<file path="src/rtl/dmem_arbiter_if.sv">
// Bus bundle between the memory stage, the DMA engine, the arbiter and the data memory.
// The slave modport is the arbiter's view. The master modport is the surrounding requesters and memory.
interface dmem_arbiter_if #(
    parameter int AW = 32,
    parameter int DW = 32
);
    logic          p_req;
    logic          p_we;
    logic [AW-1:0] p_addr;
    logic [DW-1:0] p_wdata;
    logic [DW-1:0] p_rdata;
    logic          p_stall;

    logic          d_req;
    logic          d_we;
    logic [AW-1:0] d_addr;
    logic [DW-1:0] d_wdata;
    logic          d_last;
    logic          d_gnt;
    logic [DW-1:0] d_rdata;
    logic          d_rvalid;

    logic          mem_we;
    logic [AW-1:0] mem_addr;
    logic [DW-1:0] mem_wdata;
    logic [DW-1:0] mem_rdata;

    modport slave (
        input  p_req, p_we, p_addr, p_wdata,
        output p_rdata, p_stall,
        input  d_req, d_we, d_addr, d_wdata, d_last,
        output d_gnt, d_rdata, d_rvalid,
        output mem_we, mem_addr, mem_wdata,
        input  mem_rdata
    );

    modport master (
        output p_req, p_we, p_addr, p_wdata,
        input  p_rdata, p_stall,
        output d_req, d_we, d_addr, d_wdata, d_last,
        input  d_gnt, d_rdata, d_rvalid,
        input  mem_we, mem_addr, mem_wdata,
        output mem_rdata
    );
endinterface

</file>
<file path="src/rtl/dmem_arbiter.sv">
// Single-port data memory arbiter. The pipeline has default priority.
// DMA wins after MAX_WAIT denied cycles and may then hold the memory for bursts of up to MAX_BURST beats.
module dmem_arbiter #(
    parameter int AW        = 32,
    parameter int DW        = 32,
    parameter int MAX_WAIT  = 8,
    parameter int MAX_BURST = 4
) (
    input  logic           clk,
    input  logic           rst,
    dmem_arbiter_if.slave  bus
);
    localparam int WW = (MAX_WAIT  > 1) ? $clog2(MAX_WAIT + 1)  : 1;
    localparam int BW = (MAX_BURST > 1) ? $clog2(MAX_BURST + 1) : 1;
    localparam logic [WW-1:0] WAIT_MAX  = WW'(MAX_WAIT);
    localparam logic [BW-1:0] BURST_MAX = BW'(MAX_BURST);

    typedef enum logic {IDLE, BURST} state_t;

    state_t        state_reg, state_next;
    logic [WW-1:0] wait_cnt_reg, wait_cnt_next;
    logic [BW-1:0] beat_cnt_reg, beat_cnt_next;
    logic [DW-1:0] d_rdata_reg, d_rdata_next;
    logic          d_rvalid_reg, d_rvalid_next;

    logic          dma_win;
    logic [AW-1:0] addr_sel;

    // Once a burst is open, the pipeline cannot pre-empt it.
    // Only d_req dropping, d_last, or the beat limit ends the burst.
    assign dma_win  = bus.d_req && ((state_reg == BURST) || !bus.p_req || (wait_cnt_reg == WAIT_MAX));
    assign addr_sel = dma_win ? bus.d_addr : bus.p_addr;

    assign bus.mem_addr  = addr_sel;
    assign bus.mem_wdata = dma_win ? bus.d_wdata : bus.p_wdata;
    assign bus.mem_we    = rst && (dma_win ? bus.d_we : (bus.p_req && bus.p_we));
    assign bus.d_gnt     = rst && dma_win;
    assign bus.p_stall   = dma_win && bus.p_req;
    assign bus.p_rdata   = bus.mem_rdata;
    assign bus.d_rdata   = d_rdata_reg;
    assign bus.d_rvalid  = d_rvalid_reg;

    always_comb begin
        state_next    = state_reg;
        wait_cnt_next = wait_cnt_reg;
        beat_cnt_next = beat_cnt_reg;
        d_rdata_next  = d_rdata_reg;
        d_rvalid_next = dma_win && !bus.d_we;

        if (dma_win && !bus.d_we) begin
            d_rdata_next = bus.mem_rdata;
        end

        if (dma_win) begin
            wait_cnt_next = '0;
            if (state_reg == IDLE) begin
                if (!bus.d_last && (MAX_BURST > 1)) begin
                    state_next    = BURST;
                    beat_cnt_next = BW'(1);
                end
            end else if ((beat_cnt_reg + BW'(1) == BURST_MAX) || bus.d_last) begin
                state_next    = IDLE;
                beat_cnt_next = '0;
            end else begin
                beat_cnt_next = beat_cnt_reg + BW'(1);
            end
        end else begin
            if (bus.d_req && (wait_cnt_reg != WAIT_MAX)) begin
                wait_cnt_next = wait_cnt_reg + WW'(1);
            end
            // In BURST, losing can only mean d_req dropped: close the burst.
            state_next    = IDLE;
            beat_cnt_next = '0;
        end
    end

    always_ff @(posedge clk or negedge rst) begin
        if (!rst) begin
            state_reg    <= IDLE;
            wait_cnt_reg <= '0;
            beat_cnt_reg <= '0;
            d_rdata_reg  <= '0;
            d_rvalid_reg <= 1'b0;
        end else begin
            state_reg    <= state_next;
            wait_cnt_reg <= wait_cnt_next;
            beat_cnt_reg <= beat_cnt_next;
            d_rdata_reg  <= d_rdata_next;
            d_rvalid_reg <= d_rvalid_next;
        end
    end
endmodule

</file>
<file path="src/flat_wrapper.sv">
// flat-port wrapper written by rule: the top's interface ports become plain ports
module dmem_arbiter_flat 
#(
    parameter int AW        = 32,
    parameter int DW        = 32,
    parameter int MAX_WAIT  = 8,
    parameter int MAX_BURST = 4
)
  (clk, rst, bus_p_req, bus_p_we, bus_p_addr, bus_p_wdata, bus_p_rdata, bus_p_stall, bus_d_req, bus_d_we, bus_d_addr, bus_d_wdata, bus_d_last, bus_d_gnt, bus_d_rdata, bus_d_rvalid, bus_mem_we, bus_mem_addr, bus_mem_wdata, bus_mem_rdata);
  dmem_arbiter_if #(.AW(AW), .DW(DW)) bus_i ();
  input  logic clk;
  input  logic rst;
  input wire logic [$bits(bus_i.p_req)-1:0] bus_p_req;
  input wire logic [$bits(bus_i.p_we)-1:0] bus_p_we;
  input wire logic [$bits(bus_i.p_addr)-1:0] bus_p_addr;
  input wire logic [$bits(bus_i.p_wdata)-1:0] bus_p_wdata;
  output wire logic [$bits(bus_i.p_rdata)-1:0] bus_p_rdata;
  output wire logic [$bits(bus_i.p_stall)-1:0] bus_p_stall;
  input wire logic [$bits(bus_i.d_req)-1:0] bus_d_req;
  input wire logic [$bits(bus_i.d_we)-1:0] bus_d_we;
  input wire logic [$bits(bus_i.d_addr)-1:0] bus_d_addr;
  input wire logic [$bits(bus_i.d_wdata)-1:0] bus_d_wdata;
  input wire logic [$bits(bus_i.d_last)-1:0] bus_d_last;
  output wire logic [$bits(bus_i.d_gnt)-1:0] bus_d_gnt;
  output wire logic [$bits(bus_i.d_rdata)-1:0] bus_d_rdata;
  output wire logic [$bits(bus_i.d_rvalid)-1:0] bus_d_rvalid;
  output wire logic [$bits(bus_i.mem_we)-1:0] bus_mem_we;
  output wire logic [$bits(bus_i.mem_addr)-1:0] bus_mem_addr;
  output wire logic [$bits(bus_i.mem_wdata)-1:0] bus_mem_wdata;
  input wire logic [$bits(bus_i.mem_rdata)-1:0] bus_mem_rdata;
  assign bus_i.p_req = bus_p_req;
  assign bus_i.p_we = bus_p_we;
  assign bus_i.p_addr = bus_p_addr;
  assign bus_i.p_wdata = bus_p_wdata;
  assign bus_p_rdata = bus_i.p_rdata;
  assign bus_p_stall = bus_i.p_stall;
  assign bus_i.d_req = bus_d_req;
  assign bus_i.d_we = bus_d_we;
  assign bus_i.d_addr = bus_d_addr;
  assign bus_i.d_wdata = bus_d_wdata;
  assign bus_i.d_last = bus_d_last;
  assign bus_d_gnt = bus_i.d_gnt;
  assign bus_d_rdata = bus_i.d_rdata;
  assign bus_d_rvalid = bus_i.d_rvalid;
  assign bus_mem_we = bus_i.mem_we;
  assign bus_mem_addr = bus_i.mem_addr;
  assign bus_mem_wdata = bus_i.mem_wdata;
  assign bus_i.mem_rdata = bus_mem_rdata;
  dmem_arbiter #(.AW(AW), .DW(DW), .MAX_WAIT(MAX_WAIT), .MAX_BURST(MAX_BURST)) u_core (.clk(clk), .rst(rst), .bus(bus_i));
endmodule
</file>
<file path="config.mk">
export PLATFORM = sky130hd
export DESIGN_NAME = dmem_arbiter_flat
export DESIGN_NICKNAME = d
export VERILOG_FILES = /design/src/rtl/dmem_arbiter_if.sv /design/src/rtl/dmem_arbiter.sv /design/src/flat_wrapper.sv
export SDC_FILE = /design/constraint.sdc
export NUM_CORES = 1
export LEC_CHECK = 0
export CORE_ASPECT_RATIO = 1.4
export CORE_MARGIN = 8
export CORE_UTILIZATION = 25
export DETAILED_ROUTE_END_ITERATION = 10
export PLACE_DENSITY_LB_ADDON = 0.3
export SYNTH_ARGS = -nofsm -noshare
export SYNTH_HDL_FRONTEND = slang
export SYNTH_SLANG_ARGS = --single-unit
</file>
<file path="constraint.sdc">
create_clock -name clk -period 2.3 [get_ports clk]
set_clock_uncertainty 0.05 [all_clocks]
set_input_delay 0.69 -clock clk [delete_from_list [all_inputs] [get_ports clk]]
set_output_delay 0.69 -clock clk [all_outputs]
set_load 0.05 [all_outputs]
</file>
==> impl_metrics.env, run 1 <==
export IMPL_outcome="finished, violations left"
export IMPL_violations="negative setup slack"
export IMPL_arrival_ps=2140
export IMPL_fin_crit_sh=1.252
export IMPL_cellLeakagePower_nw=3.317
export IMPL_sw_frac_of_total=0.3969
export IMPL_setup_ws_ps=-580.1
export IMPL_seqPwrFrac=0.224
export IMPL_min_period_ps=2880
export IMPL_ys_flop_type="dfrtp_1"
export IMPL_fp_dieW_um=105.4
export IMPL_rsz0062_at_grt="true"
export IMPL_worstMarginPinSlew_ps=529.6
export IMPL_io_buffers=298
export IMPL_grt_usage=0.1873
export IMPL_cp_top_family="buffers and inverters"
export IMPL_root_buffer="clkbuf_16"
export IMPL_fp_dieH_um=141.1
export IMPL_synth_common_cells="mux2_2 (91), dfrtp_1 (41), buf_4 (37)"
export IMPL_place_gp_congestion=0.8340
export IMPL_r2r_start="u_core.wait_cnt_reg[1]$_DFFE_PN0P_"
export IMPL_cts_max_level=2
export IMPL_regArea_um2=1026
export IMPL_power_density_nw_per_um2=562.1
export IMPL_routed_wl_um=14790
export IMPL_critical_path_max_stage_delay_ps=380
export IMPL_vias=3037
export IMPL_ioPinCount=299
export IMPL_rrSetupSlack_ps=290
export IMPL_dpl_worst_slack_ps=-777.6
export IMPL_syn_avg_cell_area_um2=12.59
export IMPL_drive_gt1_frac=0.5196
export IMPL_row_count=45
export IMPL_cap_violations=0
export IMPL_core_area_um2=10870
export IMPL_antenna_found_initial=10
export IMPL_synth_top_area_share=0.3671
export IMPL_muxShareOfSynthArea=0.4042
export IMPL_ys_types=31
export IMPL_drtIter0Drc=60
export IMPL_yosys_top_cells_area="dfrtp_1 (37%), mux2_2 (37%), buf_4 (9.9%)"
export IMPL_synth_edf_count=0
export IMPL_syn_nets=393
export IMPL_clock_sinks=41
export IMPL_crit_start="u_core.wait_cnt_reg[1]$_DFFE_PN0P_"
export IMPL_slew_headroom=0.6459
export IMPL_dp_hpwl_um=12100
export IMPL_comb_power_share=0.596
export IMPL_synthXorXnorAreaFrac=0.003133
export IMPL_largest_reg_flops=32
export IMPL_wl_per_cell_um=21.78
export IMPL_worstPathMaxFanout=6
export IMPL_grt_pass1_wl_um=21500
export IMPL_die_area_um2=14870
export IMPL_grt_ovfl_total=0
export IMPL_synth_compound_area_frac=0.03447
export IMPL_synth_cells=222
export IMPL_setup_viol=65
export IMPL_final_hold_viol_count=0
export IMPL_cp_num_buf_inv=5
export IMPL_insertion_delay_ps=280
export IMPL_grt_max_degree=42
export IMPL_ys_seq_elements=41
export IMPL_synth_adder_area_share=0.01791
export IMPL_critical_path_cell_chain="inv_2 -> ha_4 -> and3b_2 -> o21ai_4 -> buf_12 -> buf_12 -> buf_6 -> mux2_4 -> buf_6"
export IMPL_synth_top_family_by_area="multiplexers"
export IMPL_yosys_area_top_type="dfrtp_1"
export IMPL_cp_slowest_cell="dfrtp_1"
export IMPL_syn2layout_area_growth_pct=157.8
export IMPL_critPathLaunchType="flip-flop"
export IMPL_nets=705
export IMPL_routed_via_density=4.473
export IMPL_numCtsBuffers=5
export IMPL_cts_tree="done"
export IMPL_grt_pass1_vias=3504
export IMPL_finalPower_mw=4.051
export IMPL_worstPathRequired_ps=1560
export IMPL_cts_hold_repair_buffers=0
export IMPL_final_antenna_net_count=0
export IMPL_start_util=0.2572
export IMPL_synth_warnings=0
export IMPL_r2r_end="u_core.bus.d_rdata[27]$_DFFE_PN0P_"
export IMPL_cp_depth=9
export IMPL_max_freq_ghz=0.3472
export IMPL_synthSimpleGateAreaFrac=0.04790
export IMPL_internal_power_mw=2.443
export IMPL_max_vdd_ir_drop_v=0.0005751
export IMPL_critPathKind="flip-flop to output port"
export IMPL_async_flop_share=1.000
export IMPL_slew_violations=0
export IMPL_crit_end="bus_mem_addr[7]"
export IMPL_yosysMostFrequentCell="mux2_2"
export IMPL_clk_pin_slew_worst_paths_ps=60
export IMPL_clockBufferDepth=2
export IMPL_multi_input_area_um2=1697
export IMPL_min_path_type="flip-flop to flip-flop"
export IMPL_ys_seq_area_frac=0.3671
export IMPL_nFillCells=783
export IMPL_firstDrtPassIters=4
export IMPL_drc=0
export IMPL_power_switching_mw=1.608
export IMPL_r2r_cells=8
export IMPL_p_clk_frac=0.180
export IMPL_netlist_area_um2=2795
export IMPL_crit_path_end_kind="output port"
[per-layer routing]
layer / global-route usage / vias up / routed length [um]
met1: 0.1766 / 1405 / 4961
met3: 0.1104 / 28 / 1949
li1: - / 1391 / -
met4: 0.05430 / 14 / 240
met5: 0 / - / 89
met2: 0.3323 / 199 / 7547
[how the worst min path moves through the flow]
stage                                             startpoint                                 end  slack, ps  cells after the start
final                     u_core.bus.d_rdata[26]$_DFFE_PN0P_  u_core.bus.d_rdata[26]$_DFFE_PN0P_        450                      1
after floorplan                                          rst  u_core.beat_cnt_reg[0]$_DFFE_PN0P_        340                      0
after global placement    u_core.bus.d_rdata[15]$_DFFE_PN0P_  u_core.bus.d_rdata[15]$_DFFE_PN0P_        440                      1
after CTS                 u_core.bus.d_rdata[26]$_DFFE_PN0P_  u_core.bus.d_rdata[26]$_DFFE_PN0P_        460                      1
after detailed placement  u_core.bus.d_rdata[26]$_DFFE_PN0P_  u_core.bus.d_rdata[26]$_DFFE_PN0P_        440                      1
after global routing      u_core.bus.d_rdata[17]$_DFFE_PN0P_  u_core.bus.d_rdata[17]$_DFFE_PN0P_        470                      1
[power by group through the flow]
stage               registers (mW)  logic [mW]  clock network, mW
floorplan                     1.32       0.882                  0
global placement             0.913        2.21                  0
detailed placement           0.919        2.22                  0
CTS                          0.910        2.39              0.752
global route                 0.923        2.50              0.776
finish                       0.909        2.41              0.729
[what timing repair did]
action	4_1_cts	5_1_grt
pin swaps	3	2
cloned	3	1
buffers inserted	12	6
setup endpoints to repair	99	67
resized for setup	105	17
[cells by family after synthesis]
| kind of cell | count (synthesis) |
|---|---|
| multiplexers | 99 |
| flip-flops | 41 |
| AO/OA/AOI/OAI | 11 |
| buffers and inverters | 46 |
| AND/OR/NAND/NOR | 20 |
| adder cells (fa/ha/maj) | 4 |
| XOR/XNOR | 1 |
[cell type report]
cell class                      instances  area share
Tap cell                              141     0.02448
Timing Repair Buffer                  348      0.5733
Inverter                                3    0.001563
Multi-Input combinational cell        135      0.2354
Clock buffer                            7     0.02118
Clock inverter                          1   0.0006944
Sequential cell                        41      0.1424
Antenna cell                            3    0.001042
[per-stage QoR]
step / cells / TNS (ps) / hold slack, ps / area, um^2 / utilization
after detailed placement: 647 / -58440 / 443.9 / 6354 / 0.5847
final: 679 / -35360 / 453.7 / 7207 / 0.6632
after global routing: 679 / -40780 / 472.7 / 7207 / 0.6632
after floorplan: 222 / -5331 / 344.4 / 3013 / -
after CTS: 669 / -33810 / 458.0 / 7058 / 0.6495
after global placement: 647 / -57010 / 440.0 / 6354 / 0.5847
[cells in the final DEF (no fill, tap or decap), types with 2 or more instances in the layout]
master,count
buf_6,47
mux2_2,32
diode_2,3
buf_8,21
and3_4,2
dfrtp_1,41
mux2i_1,2
buf_2,2
ha_1,3
a311oi_1,2
clkbuf_16,6
clkdlybuf4s50_1,186
buf_4,36
mux2_4,64
buf_16,4
inv_2,2
nand3_1,4
nand2_1,4
buf_12,50
clkbuf_8,2
No activity file was read; power rests on OpenSTA's default activity.
==> inputs of run 2 (changes only) <==
--- a/config.mk
+++ b/config.mk
@@ -5,10 +5,10 @@
 export SDC_FILE = /design/constraint.sdc
 export NUM_CORES = 1
 export LEC_CHECK = 0
-export CORE_ASPECT_RATIO = 1.4
-export CORE_MARGIN = 8
-export CORE_UTILIZATION = 25
+export CORE_AREA = 3 3 113 115
 export DETAILED_ROUTE_END_ITERATION = 10
+export DIE_AREA = 0 0 116 118
+export DONT_BUFFER_PORTS = 1
 export PLACE_DENSITY_LB_ADDON = 0.3
 export SYNTH_ARGS = -nofsm -noshare
 export SYNTH_HDL_FRONTEND = slang
==> impl_metrics.env, run 2 (same netlist as run 1, synthesis figures left out) <==
export IMPL_setup_ws_ps=-441.7
export IMPL_firstDrtPassIters=3
export IMPL_critPathLaunchType="flip-flop"
export IMPL_start_util=0.2347
export IMPL_critical_path_max_stage_delay_ps=360
export IMPL_fin_cells=365
export IMPL_vias=1764
export IMPL_root_buffer="clkbuf_16"
export IMPL_violations="negative setup slack"
export IMPL_insertion_delay_ps=280
export IMPL_die_area_um2=13690
export IMPL_clock_sinks=41
export IMPL_worstPathMaxFanout=11
export IMPL_final_common_cell="mux2_4"
export IMPL_wl_per_cell_um=25.69
export IMPL_cellLeakagePower_nw=1.603
export IMPL_io_buffers=0
export IMPL_cp_top_family="buffers and inverters"
export IMPL_arrival_ps=2000
export IMPL_cp_depth=8
export IMPL_setup_viol=65
export IMPL_fin_crit_sh=1.192
export IMPL_final_antenna_net_count=0
export IMPL_power_density_nw_per_um2=841.1
export IMPL_clk_pin_slew_worst_paths_ps=60
export IMPL_crit_start="u_core.wait_cnt_reg[1]$_DFFE_PN0P_"
export IMPL_crit_top_cell="buf_12"
export IMPL_r2r_start="u_core.wait_cnt_reg[0]$_DFFE_PN0P_"
export IMPL_fp_dieH_um=118
export IMPL_most_common_layout_cells="mux2_4 (64), dfrtp_1 (41), mux2_2 (32), buf_4 (18), buf_12 (8)"
export IMPL_worstPathRequired_ps=1560
export IMPL_nets=386
export IMPL_cts_tree="done"
export IMPL_grt_ovfl_total=0
export IMPL_grt_pass1_wl_um=12280
export IMPL_grt_usage=0.1242
export IMPL_cap_violations=0
export IMPL_cts_max_level=2
export IMPL_design_area_um2=3408
export IMPL_min_period_ps=2742
export IMPL_routed_wl_um=9378
export IMPL_cp_slowest_cell="dfrtp_1"
export IMPL_numCtsBuffers=5
export IMPL_slew_headroom=0.6583
export IMPL_max_vdd_ir_drop_v=0.0004073
export IMPL_antenna_found_initial=2
export IMPL_r2r_cells=8
export IMPL_worstMarginPinSlew_ps=512.5
export IMPL_dp_cells=347
export IMPL_critPathKind="flip-flop to output port"
export IMPL_cp_num_buf_inv=4
export IMPL_min_path_type="input port to async pin"
export IMPL_drive_gt1_frac=0.6713
export IMPL_final_hold_viol_count=0
export IMPL_clockBufferDepth=2
export IMPL_rsz0062_at_grt="true"
export IMPL_drc=0
export IMPL_routed_via_density=4.833
export IMPL_dp_hpwl_um=7922
export IMPL_largest_reg_flops=32
export IMPL_place_gp_congestion=0.6840
export IMPL_core_area_um2=11910
export IMPL_slew_violations=0
export IMPL_outcome="finished, violations left"
export IMPL_grt_pass1_vias=1848
export IMPL_row_count=40
export IMPL_critical_path_cell_chain="inv_2 -> ha_2 -> and3b_1 -> o21ai_4 -> buf_12 -> buf_4 -> mux2i_4 -> buf_12"
export IMPL_tns_ps=-26970
export IMPL_max_freq_ghz=0.3647
export IMPL_place_area_um2=3108
export IMPL_crit_path_end_kind="output port"
export IMPL_drtIter0Drc=71
export IMPL_syn2layout_area_growth_pct=21.93
export IMPL_fp_dieW_um=116
export IMPL_ioPinCount=299
export IMPL_grt_max_degree=45
export IMPL_rrSetupSlack_ps=290
## run 2: repair_timing
| item | CTS | global route |
|---|---|---|
| setup endpoints to repair | 67 | 67 |
| hold buffers | 0 | 0 |
| resized for setup | 15 | 1 |
| buffers inserted | 4 | 3 |
| cloned | 0 | 1 |
| pin swaps | 0 | 2 |
## run 2: worst reg2reg max path, delay by kind of cell (launching register included)
family	cells	cell delay, ps
buffers and inverters	4	570
flip-flops	1	390
multiplexers	1	380
AO/OA/AOI/OAI	1	270
adder cells (fa/ha/maj)	1	160
AND/OR/NAND/NOR	1	80
## run 2: layout make-up
type | instances | area (um^2)
diodes | 2 | 5.005
clock buffers | 5 | 125.1
clock inverters | 3 | 17.52
fillers | 1216 | 8503
inverters | 3 | 11.26
multi-input cells | 135 | 1680
flip-flops and latches | 41 | 1026
well taps | 147 | 183.9
repair buffers | 29 | 359.1
## run 2: power by group
group          switching [mW]  total, mW  internal, mW
clock                   0.287      0.685         0.398
combinational           0.505      0.855         0.349
sequential              0.492       1.33         0.835
total                    1.28       2.87          1.58
## run 2: metal layers
metal	up-vias	wire length, um	GRT usage
met3	5	833	0.03856
met4	0	62	0.04133
met2	149	5239	0.2302
met1	867	3242	0.1300
li1	743	-	-
met5	-	0	0
## run 2: path summary, 6_finish.rpt
kind | to
max in group asynchronous | u_core.beat_cnt_reg[0]$_DFFE_PN0P_
max reg2reg | u_core.bus.d_rdata[30]$_DFFE_PN0P_
max | bus_mem_we
min | u_core.bus.d_rdata[10]$_DFFE_PN0P_
min reg2reg | u_core.beat_cnt_reg[0]$_DFFE_PN0P_
min in group clk | u_core.state_reg$_DFF_PN0_
## run 2: metrics by stage
step | power (mW) | utilization | setup slack [ps] | hold WS, ps
detailed placement | 2.166 | 0.2609 | -220.1 | 345.6
finish | 2.867 | 0.2861 | -441.7 | 49.11
global route | 2.985 | 0.2861 | -525.2 | 32.89
global placement | 2.162 | 0.2609 | -198.5 | 345.7
floorplan | 2.198 | - | -203.5 | 344.4
CTS | 2.891 | 0.2814 | -477.5 | 40.38
==> inputs of run 3 (changes only) <==
--- a/config.mk
+++ b/config.mk
@@ -6,6 +6,7 @@
 export NUM_CORES = 1
 export LEC_CHECK = 0
 export CORE_AREA = 3 3 113 115
+export CTS_BUF_LIST = sky130_fd_sc_hd__clkbuf_4 sky130_fd_sc_hd__clkbuf_8
 export DETAILED_ROUTE_END_ITERATION = 10
 export DIE_AREA = 0 0 116 118
 export DONT_BUFFER_PORTS = 1
==> constraint.sdc (replaced) <==
create_clock -name clk -period 3.2 [get_ports clk]
set_clock_uncertainty 0.05 [all_clocks]
set_input_delay 0.96 -clock clk [delete_from_list [all_inputs] [get_ports clk]]
set_output_delay 0.96 -clock clk [all_outputs]
set_load 0.05 [all_outputs]
==> impl_metrics.env, run 3 (same netlist as run 1, synthesis figures left out) <==
export IMPL_dpl_worst_slack_ps=138.9
export IMPL_min_period_ps=3109
export IMPL_fp_dieH_um=118
export IMPL_grt_pass1_wl_um=10860
export IMPL_ioPinCount=299
export IMPL_clockBufferDepth=2
export IMPL_most_common_layout_cells="mux2_4 (64), dfrtp_1 (41), mux2_2 (32), buf_4 (7), clkbuf_8 (6)"
export IMPL_worstPathMaxFanout=8
export IMPL_finalPower_mw=1.897
export IMPL_grt_ovfl_total=0
export IMPL_syn2layout_area_growth_pct=14.15
export IMPL_power_density_nw_per_um2=594.5
export IMPL_final_hold_viol_count=0
export IMPL_place_area_um2=2709
export IMPL_dp_hpwl_um=6537
export IMPL_setup_ws_ps=90.93
export IMPL_final_common_cell="mux2_4"
export IMPL_drive_gt1_frac=0.6287
export IMPL_io_buffers=0
export IMPL_antenna_found_initial=0
export IMPL_grt_usage=0.1073
export IMPL_r2r_start="u_core.wait_cnt_reg[0]$_DFFE_PN0P_"
export IMPL_cts_hold_repair_buffers=0
export IMPL_fin_util=0.2679
export IMPL_critical_path_cell_chain="inv_1 -> ha_2 -> and3b_2 -> o21ai_4 -> buf_12 -> clkbuf_16 -> mux2_4"
export IMPL_core_area_um2=11910
export IMPL_die_area_um2=13690
export IMPL_numCtsBuffers=5
export IMPL_cts_tree="done"
export IMPL_final_antenna_net_count=0
export IMPL_nFillCells=1212
export IMPL_n_antenna_cell=0
export IMPL_multi_input_area_um2=1655
export IMPL_crit_path_end_kind="output port"
export IMPL_worstPathRequired_ps=2190
export IMPL_firstDrtPassIters=4
export IMPL_drc=0
export IMPL_whs_ps=305.7
export IMPL_cts_max_level=2
export IMPL_routed_wl_um=8611
export IMPL_outcome="finished, final reports clean"
export IMPL_row_count=40
export IMPL_slew_violations=0
export IMPL_fin_crit_sh=0.9716
export IMPL_root_buffer="clkbuf_8"
export IMPL_clock_sinks=41
export IMPL_vias=1729
export IMPL_cap_violations=0
export IMPL_design_area_um2=3191
export IMPL_nets=372
export IMPL_slew_headroom=0.6792
export IMPL_drtIter0Drc=109
export IMPL_grt_max_degree=45
export IMPL_cellLeakagePower_nw=1.512
export IMPL_clk_pin_slew_worst_paths_ps=80
export IMPL_cp_slowest_cell="mux2_4"
export IMPL_max_freq_ghz=0.3216
export IMPL_place_gp_congestion=0.7639
export IMPL_rrSetupSlack_ps=1210
export IMPL_routed_via_density=4.954
export IMPL_arrival_ps=2100
export IMPL_insertion_delay_ps=290
export IMPL_fp_dieW_um=116
export IMPL_critPathLaunchType="flip-flop"
export IMPL_min_path_type="input port to async pin"
export IMPL_grt_pass1_vias=1670
export IMPL_critPathKind="flip-flop to output port"
export IMPL_max_vdd_ir_drop_v=0.0001862
export IMPL_largest_reg_flops=32
export IMPL_r2r_end="u_core.bus.d_rdata[23]$_DFFE_PN0P_"
export IMPL_critical_path_max_stage_delay_ps=400
export IMPL_r2r_cells=6
export IMPL_start_util=0.2347
export IMPL_setup_viol=0
export IMPL_worstMarginPinSlew_ps=481.2
export IMPL_regArea_um2=1026
export IMPL_wl_per_cell_um=24.67
run 3: area by class of cell:
class	instances	area share
Inverter	3	0.003529
Tap cell	147	0.05765
Timing Repair Buffer	15	0.06824
Multi-Input combinational cell	135	0.5188
Sequential cell	41	0.3216
Clock inverter	2	0.004314
Clock buffer	6	0.02588
run 3: how the worst max path moves through the flow:
stage | start | end | slack (ps) | cells past startpoint
after detailed placement | bus_p_req | bus_mem_wdata[14] | 140 | 4
final | u_core.wait_cnt_reg[0]$_DFFE_PN0P_ | bus_mem_wdata[27] | 90 | 7
after global placement | bus_p_req | bus_mem_wdata[14] | 160 | 4
after global routing | u_core.wait_cnt_reg[1]$_DFFE_PN0P_ | bus_mem_we | -1 | 8
after CTS | u_core.wait_cnt_reg[0]$_DFFE_PN0P_ | bus_mem_wdata[14] | -60 | 6
after floorplan | bus_p_req | bus_mem_we | 1 | 5
run 3: where the power goes:
part	internal (mW)	switching, mW
Clock	0.175	0.186
Combinational	0.227	0.361
Sequential	0.599	0.349
run 3: critical path: cells and delay by family, from the launching register on:
family                   cells  cell delay (ps)
AO/OA/AOI/OAI                1              180
adder cells (fa/ha/maj)      1              210
buffers and inverters        3              410
flip-flops                   1              350
multiplexers                 1              400
AND/OR/NAND/NOR              1              250
run 3: metrics by stage:
stage,TNS (ps),std cells
after floorplan,0,222
after global placement,0,332
after detailed placement,0,332
after CTS,-2785,341
after global routing,-1.070,349
final,0,349
run 3: routing by layer:
| layer | vias up | share of wire | global-route usage |
|---|---|---|---|
| met3 | 7 | 0.10 | 0.02519 |
| met5 | - | 0 | 0 |
| li1 | 716 | - | - |
| met2 | 175 | 0.52 | 0.1917 |
| met1 | 831 | 0.36 | 0.1261 |
| met4 | 0 | 0.011 | 0.02901 |
run 3: repair_timing:
item,4_1_cts,5_1_grt
buffers inserted,0,3
endpoints found under the setup margin,59,65
pin swaps,0,1
gates cloned,1,5
endpoints found under the hold margin,0,0
resized for setup,9,53
